$ cat src/rtl/timer_bus_arbiter.sv
`default_nettype none
// ============================================================================
// timer_bus_arbiter: round-robin two-master arbiter for the timer register bus
// Rev 1.0
// ============================================================================
module timer_bus_arbiter #(
  parameter int ADDR_W  = 4,
  parameter int DATA_W  = 16,
  parameter int TIMEOUT = 64,
  parameter int TO_W    = 8
) (
  input  logic              i_sysclk,
  input  logic              i_sysrst,
  input  logic              i_m0_select,
  input  logic              i_m0_wr,
  input  logic [ADDR_W-1:0] i_m0_addr,
  input  logic [DATA_W-1:0] i_m0_data,
  output logic [DATA_W-1:0] o_m0_data,
  output logic              o_m0_ack,
  output logic              o_m0_err,
  input  logic              i_m1_select,
  input  logic              i_m1_wr,
  input  logic [ADDR_W-1:0] i_m1_addr,
  input  logic [DATA_W-1:0] i_m1_data,
  output logic [DATA_W-1:0] o_m1_data,
  output logic              o_m1_ack,
  output logic              o_m1_err,
  output logic              o_bus_select,
  output logic              o_bus_wr,
  output logic [ADDR_W-1:0] o_reg_addr,
  output logic [DATA_W-1:0] o_bus_data,
  input  logic [DATA_W-1:0] i_bus_data,
  input  logic              i_bus_ack,
  output logic [1:0]        o_grant,
  output logic              o_busy
);

  typedef enum logic [1:0] {
    ST_IDLE    = 2'd0,
    ST_BUSY    = 2'd1,
    ST_RELEASE = 2'd2
  } state_t;

  localparam logic [TO_W-1:0] CNT_LAST = TO_W'(TIMEOUT - 1);

  state_t                   state, state_next;
  logic                     last_grant, last_grant_next;
  logic                     owner, owner_next;
  logic [TO_W-1:0]          cnt, cnt_next;
  logic                     bus_select, bus_select_next;
  logic                     bus_wr, bus_wr_next;
  logic [ADDR_W-1:0]        reg_addr, reg_addr_next;
  logic [DATA_W-1:0]        bus_data, bus_data_next;
  logic [1:0]               grant, grant_next;
  logic [1:0]               ack, ack_next;
  logic [1:0]               err, err_next;
  logic [1:0][DATA_W-1:0]   rdata, rdata_next;

  logic [1:0]               req;
  logic [1:0]               req_wr;
  logic [1:0][ADDR_W-1:0]   req_addr;
  logic [1:0][DATA_W-1:0]   req_data;
  logic                     pick;
  logic                     pick_valid;

  assign req      = {i_m1_select, i_m0_select};
  assign req_wr   = {i_m1_wr, i_m0_wr};
  assign req_addr = {i_m1_addr, i_m0_addr};
  assign req_data = {i_m1_data, i_m0_data};

  always_comb begin
    state_next      = state;
    last_grant_next = last_grant;
    owner_next      = owner;
    cnt_next        = cnt;
    bus_select_next = bus_select;
    bus_wr_next     = bus_wr;
    reg_addr_next   = reg_addr;
    bus_data_next   = bus_data;
    grant_next      = grant;
    ack_next        = ack;
    err_next        = err;
    rdata_next      = rdata;
    pick            = 1'b0;
    pick_valid      = 1'b0;

    case (state)
      ST_IDLE: begin
        // On a tie the master that was not served last wins.
        if (req[0] && (!req[1] || last_grant)) begin
          pick_valid = 1'b1;
          pick       = 1'b0;
        end else if (req[1]) begin
          pick_valid = 1'b1;
          pick       = 1'b1;
        end
        if (pick_valid) begin
          state_next      = ST_BUSY;
          owner_next      = pick;
          last_grant_next = pick;
          cnt_next        = '0;
          bus_select_next = 1'b1;
          bus_wr_next     = req_wr[pick];
          reg_addr_next   = req_addr[pick];
          bus_data_next   = req_data[pick];
          grant_next      = pick ? 2'b10 : 2'b01;
        end
      end

      ST_BUSY: begin
        cnt_next = cnt + 1'b1;
        // A slave ack arriving on the timeout edge still counts as success.
        if (i_bus_ack || (cnt == CNT_LAST)) begin
          state_next        = ST_RELEASE;
          bus_select_next   = 1'b0;
          ack_next[owner]   = 1'b1;
          err_next[owner]   = ~i_bus_ack;
          rdata_next[owner] = (i_bus_ack && !bus_wr) ? i_bus_data : '0;
        end
      end

      ST_RELEASE: begin
        if (!req[owner] && !i_bus_ack) begin
          state_next = ST_IDLE;
          ack_next   = '0;
          err_next   = '0;
          rdata_next = '0;
          grant_next = '0;
        end
      end

      default: state_next = ST_IDLE;
    endcase
  end

  always_ff @(posedge i_sysclk) begin
    if (i_sysrst) begin
      state      <= ST_IDLE;
      last_grant <= 1'b1;
      owner      <= 1'b0;
      cnt        <= '0;
      bus_select <= 1'b0;
      bus_wr     <= 1'b0;
      reg_addr   <= '0;
      bus_data   <= '0;
      grant      <= '0;
      ack        <= '0;
      err        <= '0;
      rdata      <= '0;
    end else begin
      state      <= state_next;
      last_grant <= last_grant_next;
      owner      <= owner_next;
      cnt        <= cnt_next;
      bus_select <= bus_select_next;
      bus_wr     <= bus_wr_next;
      reg_addr   <= reg_addr_next;
      bus_data   <= bus_data_next;
      grant      <= grant_next;
      ack        <= ack_next;
      err        <= err_next;
      rdata      <= rdata_next;
    end
  end

  assign o_bus_select = bus_select;
  assign o_bus_wr     = bus_wr;
  assign o_reg_addr   = reg_addr;
  assign o_bus_data   = bus_data;
  assign o_grant      = grant;
  assign o_busy       = (state != ST_IDLE);
  assign o_m0_ack     = ack[0];
  assign o_m0_err     = err[0];
  assign o_m0_data    = rdata[0];
  assign o_m1_ack     = ack[1];
  assign o_m1_err     = err[1];
  assign o_m1_data    = rdata[1];

endmodule
`default_nettype wire

$ cat config.mk
export PLATFORM = sky130hd
export DESIGN_NAME = timer_bus_arbiter
export DESIGN_NICKNAME = d
export VERILOG_FILES = /design/src/rtl/timer_bus_arbiter.sv
export SDC_FILE = /design/constraint.sdc
export NUM_CORES = 1
export LEC_CHECK = 0
export CAP_MARGIN = 20
export CORE_ASPECT_RATIO = 1.75
export CORE_MARGIN = 4
export CORE_UTILIZATION = 45
export DETAILED_ROUTE_END_ITERATION = 6
export PLACE_DENSITY = 0.91
export SLEW_MARGIN = 10
export SYNTH_ARGS = -nofsm -noshare
export SYNTH_HDL_FRONTEND = slang
export SYNTH_SLANG_ARGS = --single-unit
$ cat constraint.sdc
create_clock -name i_sysclk -period 5.6 [get_ports i_sysclk]
set_input_delay 0.56 -clock i_sysclk [delete_from_list [all_inputs] [get_ports i_sysclk]]
set_output_delay 0.56 -clock i_sysclk [all_outputs]
set_load 0.05 [all_outputs]
* Word-level counts from Yosys, hierarchy flattened
Cells that the tools add are included.
** Storage, ports and cells
- Output and inout port bits :: 61
- Memory bits (writable) :: 0
- Memories :: 0
- Input port bits :: 63
- Bits in read-only memories :: 0
- Latch bits :: 0
- Register bits :: 72
** Operators by class
- $lt $le $gt $ge :: 3
- Div/mod/pow operators :: 0
- Multiply operators :: 0
- Multiplexer cells :: 39
- Reduce and logical (&&, ||, !) cells :: 21
- Eq/ne operators :: 6
- Add/subtract/negate cells :: 1
- Bitwise gates (word level) :: 2
- Shifts and indexed selects :: 0
** Operator list (count)
- 16-bit two-way mux :: 4
- 32-bit two-way mux :: 2
- 32-bit one-hot mux with 2 select lines :: 1
- 32-bit bitwise mux :: 1
- 16-bit demux with 1-bit select :: 1
- 8-bit one-hot mux with 2 select lines :: 1
- 2-bit two-way mux :: 7
- 1-bit two-way mux :: 12
- 2-bit one-hot mux with 2 select lines :: 3
- 3-bit AND reduction :: 4
- 8-bit by 1-bit adder with 8-bit output, second input constant :: 1
- 8-bit by 6-bit == test with 1-bit output, second input constant :: 1
- 4-bit two-way mux :: 2
- 8-bit two-way mux :: 1
- 2-bit nonzero test :: 4
- 2-bit != test, second input constant :: 3
- 2-bit one-hot mux with 3 select lines :: 1
- 1-bit logical AND :: 4
- 1-bit zero test :: 4
- 1-bit by 2-bit less-than comparator with 1-bit output, second input constant :: 2
- 2-bit AND reduction :: 2
- 2-bit bitwise mux :: 1
- 2-bit by 1-bit == test with 1-bit output, second input constant :: 1
- 2-bit == test, second input constant :: 1
- 7 further kinds :: 8

* Logic depth before layout (Yosys ltp)
Gate-level depths: netlist (run 1).
- Word-level depth :: 8
- Depth in mapped cells :: 6

* Worst setup path before layout (run 1)
No wires, ideal clock.
- Path kind :: input to register
- Start point :: input port i_m0_select
- End point :: register rdata (netlist bit o_m1_data[10])
- Path buffers :: 1
- Arrival time :: 1.897 ns
- Library setup time :: 0.059 ns
- Stages :: 5
- Setup slack :: 3.644 ns
- Path through :: mux2_4 > o31a_1 > nor4b_4 > buf_6 > a22o_2
** On the way
- Cells in the longest elaborated chain, start to end :: 6
** Ends and longest elaborated chain
- start, declared :: line 14 : input logic i_m0_select,
- 1-bit two-way mux (implied by the code) (2 in series) :: line 123 : if (!req[owner] && !i_bus_ack) begin
- 1-bit zero test :: line 123
- 1-bit logical AND :: line 123
- 2-bit != test (no line)
- 3-bit AND reduction (no line)
- end signal, assigned :: line 162 : rdata <= rdata_next;
- end, declared :: line 57 : logic [1:0][DATA_W-1:0] rdata, rdata_next;
No other way between the ends. The select of a mux whose other input is x is not followed.
A chain may end at the register's enable or synchronous reset.

* Final worst setup path (run 1)
- Start point :: input port i_m0_select
- End point :: register rdata (netlist bit o_m1_data[11])
The elaborated chain is that of the path after synthesis.

==> flow_metrics.tcl, run 1 <==
set metrics [dict create \
    first_pass_iters 4 \
    crit_path_start_kind "primary input" \
    dpl.cell_count 463 \
    cts_buffers 9 \
    syn_area_per_cell_um2 10.5 \
    first_global_vias 2568 \
    grt_first_pass_wirelength_um 11800 \
    h-tree-depth 3 \
    slew_violations 0 \
    clkSlewWorstSetupHoldPaths_ns 0.07 \
    hold_class "reg2reg" \
    maxCapViolCount 0 \
    worstPathRequired_ns 5.89 \
    final_antenna_net_count 0 \
    drive_gt1_share_pct 8.79 \
    initial_core_util_pct 46.2 \
    setup-tns-final_ns 0 \
    slew_headroom_pct 38.0 \
    intPower_mw 0.881 \
    grt_max_degree 43 \
    dp_hpwl_um 5520 \
    final_common_cell "clkdlybuf4s50_1" \
    dieHeight_um 113 \
    p_leak_nw 1.60 \
    synth.yosys.seq_area_share_pct 50.4 \
    core.rowCount 38 \
    n_fill_cell 477 \
    clkLatencyLatePin_ns 0.35 \
    critPathCaptureType "flip-flop" \
    post-route-period-util_pct 45.8 \
    synth_cell_type_count 44 \
    synth_ff_type "dfxtp_1" \
    seqPwrFrac_pct 43.9 \
    area_growth_pct 50.5 \
    fin_cells 478 \
    status "completed" \
    die_w_um 68.2 \
    drc 0 \
    drt_iter0_drc 92 \
    gp_congestion 0.802 \
    switching_power_mw 0.428 \
    syn_nets 337 \
    io_pins 124 \
    yosys_warnings 0 \
    ir_drop_mv 0.228 \
    cts_resized 0 \
    dieArea_um2 7740 \
    fin_crit_ns 2.56 \
    clock_sinks 72 \
    core_area_um2 6180 \
    clockBufferDepth 2 \
    cts_tree "done" \
    final_cell_mix "123 x clkdlybuf4s50_1, 72 x dfxtp_1, 32 x nor2_1" \
    port_buffers 123 \
    track_usage_pct 20.1 \
    fin_skew_ns 0.00690 \
    antenna_cells_inserted 0 \
    ys_async_sr_fraction_pct 0 \
    synth_seq_cells 72 \
    viasPerCell 5.32 \
    postCtsSetupBuffers 0 \
    vias 2541 \
    setup_viol 0 \
    power_frac_comb_pct 28.8 \
    wirelength_um 7290 \
    p_per_area_nw_per_um2 304 \
    hold_viol_final 0 \
    nNetsFinal 458 \
    rsz0062_at_grt "false" \
    syn-cell-area_um2 2860 \
    yosys.area.top_type "dfxtp_1" \
    seqCellArea_um2 1440 \
    antenna_found_initial 0 \
    ctsHoldBuffers 0 \
    switching_share_pct 32.7 \
    worst_pin_slew_ns 0.928 \
    synth_top_area_share_pct 50.4 \
    syn_inst 273 \
    arrival_ns 2.85 \
    fmax_ghz 0.390 \
    synth-edff-count 0 \
    path_class "in2reg" \
    synth.area.top_cells "dfxtp_1 50%, mux2i_1 7.4%, a22o_1 6.7%" \
    path_max_fanout 16 \
    pwr-share-clk_pct 27.2 \
    wire_per_inst_um 15.2 \
    grt_overflow_total 0 \
    root_buffer "clkbuf_8" \
    multi_input_area_um2 1330 \
]
==> worst paths after layout <==
path	start	end	slack, ns	cells past startpoint
min reg2reg	ack[1]	ack[1]	0.47	1
max	i_m0_select	o_m1_data[11]	3.04	5
max reg2reg	owner	o_m1_data[11]	3.23	4
min	ack[1]	ack[1]	0.47	1
==> worst max-delay path, stage by stage <==
cell and delay, ns:
clkdlybuf4s50_1 0.51, mux2_4 0.35, o31a_1 0.36, nor4b_4 0.81, a22o_2 0.26
==> metal layers <==
| layer | share of wire [%] | routed length (um) | global-route usage (%) |
|---|---|---|---|
| met5 | 0 | 0 | 0 |
| met4 | 1.4 | 105 | 8.37 |
| met3 | 8.0 | 586 | 6.60 |
| met2 | 54 | 3910 | 36.1 |
| met1 | 37 | 2680 | 20.3 |
==> synthesized netlist by cell type (2+ instances only) <==
| master | instances |
|---|---|
| buf_2 | 3 |
| a32o_1 | 2 |
| a211oi_1 | 21 |
| mux2i_1 | 21 |
| and3_1 | 3 |
| or3_1 | 4 |
| o21a_1 | 3 |
| nand3_1 | 9 |
| nor2_1 | 33 |
| o21ai_0 | 5 |
| buf_6 | 3 |
| nand2_1 | 7 |
| a21oi_1 | 14 |
| a22o_2 | 10 |
| and2_1 | 2 |
| nand2b_1 | 3 |
| dfxtp_1 | 72 |
| inv_1 | 3 |
| a22o_1 | 22 |
| mux2_2 | 2 |
| clkbuf_1 | 8 |
==> power groups by stage <==
stage / Sequential (mW) / Clock, mW / Combinational [mW]
after floorplan: 0.698 / 0 / 0.125
after global placement: 0.585 / 0 / 0.371
after detailed placement: 0.586 / 0 / 0.379
after CTS: 0.575 / 0.366 / 0.380
after global routing: 0.580 / 0.386 / 0.402
final: 0.575 / 0.356 / 0.377
==> area by class of cell <==
class	count	area share, %
Inverter	3	0.262
Timing Repair Buffer	126	29.1
Sequential cell	72	33.5
Multi-Input combinational cell	182	30.9
Tap cell	80	2.33
Clock buffer	15	3.87
==> state kept, by name, summed over array words and instances, names as in the netlist <==
signal        flops
ack               2
cnt               8
err               2
last_grant        1
o_bus_data       16
o_bus_select      1
o_bus_wr          1
o_grant           2
o_m0_data        16
o_m1_data        16
o_reg_addr        4
owner             1
state             2
==> cell families (layout without fill, tap and decap cells) <==
family / count (synthesis) / after routing / share of synthesized area, %
AOI/OAI and AO/OA: 87 / 87 / 24.1
and+or+nand+nor: 70 / 70 / 12.8
buffers and inverters: 19 / 144 / 3.55
adders and majority gates: 1 / 1 / 0.438
DFF: 72 / 72 / 50.4
muxes: 24 / 24 / 8.67
==> per-stage QoR <==
step                      utilization (%)  power [mW]  setup slack, ns  cell area [um2]  hold WS [ns]
after floorplan                         -       0.823             3.64             2860         0.438
after global placement               66.9       0.956             2.81             4140         0.449
after detailed placement             66.9       0.965             2.69             4140         0.454
after CTS                            69.6        1.32             3.06             4300         0.470
after global routing                 69.6        1.37             2.93             4300         0.483
final                                69.6        1.31             3.04             4300         0.465
Power figures use the tool's default switching activity.
==> run 2, diff against run 1 <==
CORE_UTILIZATION = 38   (was 45)
PLACE_DENSITY = 0.82   (was 0.91)
clock period = 2.1 ns   (was 5.6 ns; I/O delays follow)
==> flow_metrics.tcl, run 2 (synthesis results as in run 1) <==
set metrics [dict create \
    path_max_fanout 9 \
    drc 0 \
    crit_path_max_incr_delay_ns 0.33 \
    gp_congestion 0.869 \
    port_buffers 123 \
    slew_violations 0 \
    viasPerCell 5.32 \
    wire_per_inst_um 16.2 \
    final_antenna_net_count 0 \
    n_fill_cell 595 \
    drt_iter0_drc 82 \
    cp_top_family "buffers and inverters" \
    multi_input_area_um2 1340 \
    dieArea_um2 9030 \
    status "completed" \
    core.rowCount 41 \
    drive_gt1_share_pct 13.5 \
    dp_hpwl_um 6040 \
    path_class "reg2reg" \
    die_w_um 73.6 \
    first_global_vias 2694 \
    nNetsFinal 473 \
    fin_area_um2 4630 \
    ir_drop_mv 0.477 \
    worst_pin_slew_ns 0.633 \
    dieHeight_um 123 \
    cp_cell_sequence "ha_1 -> and2_1 -> buf_4 -> a311oi_2 -> buf_4 -> nor4_4 -> buf_4 -> a22o_1" \
    io_pins 124 \
    post-route-period-util_pct 89.5 \
    arrival_ns 2.09 \
    cts_buffers 9 \
    clkSlewWorstSetupHoldPaths_ns 0.05 \
    p_per_area_nw_per_um2 939 \
    core_area_um2 7280 \
    fin_ws_ns 0.221 \
    vias 2659 \
    fmax_ghz 0.532 \
    slew_headroom_pct 57.5 \
    maxCapViolCount 0 \
    grt_max_degree 43 \
    dpl_worst_slack_ns 0.0403 \
    antenna_cells_inserted 0 \
    critPathBufInv 3 \
    wirelength_um 8090 \
    rsz0062_at_grt "false" \
    ctsHoldBuffers 0 \
    first_pass_iters 4 \
    hold_viol_final 0 \
    cp_slowest_cell "dfxtp_1" \
    path_common_cell "buf_4" \
    h-tree-depth 3 \
    track_usage_pct 18.8 \
    critPathCaptureType "flip-flop" \
    worstPathRequired_ns 2.31 \
    placed_cell_area_um2 4270 \
    cts_tree "done" \
    area_growth_pct 62.0 \
    setup_viol 0 \
    clkLatencyLatePin_ns 0.33 \
    crit_path_start_kind "flip-flop" \
    final_cell_mix "122 x clkdlybuf4s50_1, 72 x dfxtp_1, 32 x nor2_1" \
    setup-tns-final_ns 0 \
    grt_overflow_total 0 \
    initial_core_util_pct 39.2 \
    antenna_found_initial 0 \
    clockBufferDepth 2 \
    seqCellArea_um2 1440 \
    fin_skew_ns 0.00341 \
    final_util_pct 63.6 \
    clock_sinks 72 \
    p_leak_nw 1.77 \
    hold_class "reg2reg" \
    grt_first_pass_wirelength_um 13000 \
    final_common_cell "clkdlybuf4s50_1" \
    root_buffer "clkbuf_16" \
    postCtsSetupBuffers 0 \
    fin_crit_ns 1.88 \
]
## run 2: changes by cell type in the layout (fill, tap and decap cells not counted), sizes merged
cell	delta
buf	+16
clkdlybuf4s50	-1
clkinv	+1
clkbuf	-4
clkinvlp	+1
bufinv	+3
## run 2: power by group
part	leakage, nW	internal (mW)	switching [mW]
logic	1.01	0.415	0.635
registers	0.588	1.47	0.0620
clock network	0.172	1.22	0.544
total	1.77	3.11	1.24
## run 2: area by class of cell
cell class	instances	area share (%)
clock inverter	5	2.22
timing repair buffer	141	29.7
clock buffer	11	5.46
tap	86	2.32
multi-input combinational	182	28.9
inverter	3	0.243
sequential	72	31.1
## run 2: worst paths after layout
path                    from            end  slack [ns]  cells after the start
hold reg to reg   o_grant[0]     o_grant[0]        0.47                      2
hold / removal    o_grant[0]     o_grant[0]        0.47                      2
setup reg to reg      cnt[0]  o_m0_data[11]        0.22                      8
setup / recovery      cnt[0]  o_m0_data[11]        0.22                      8
## run 2: timing repair
item                                   4_1_cts  5_1_grt
endpoints found under the hold margin        0        0
gates resized for setup                      0        1
setup endpoints to repair                    0       15
## run 2: metal layers
layer,vias up,routed length [um],global-route usage [%],share of wire [%]
met5,-,0,0,0
met4,0,184,8.16,2.3
met3,16,624,5.16,7.7
met2,119,4380,34.7,54
met1,1226,2900,18.9,36
li1,1298,-,-,-
## run 2: tightest hold or removal path, cell delays in order (launching register included)
cell	delay (ns)
dfxtp_1	0.30
nand3_1	0.06
a21oi_1	0.06
## run 2: through the flow
step	hold slack [ns]	std cells	power, mW
global placement	0.456	484	2.59
floorplan	0.336	273	2.20
global route	0.496	500	4.51
CTS	0.469	500	4.38
detailed placement	0.458	484	2.60
finish	0.466	500	4.35
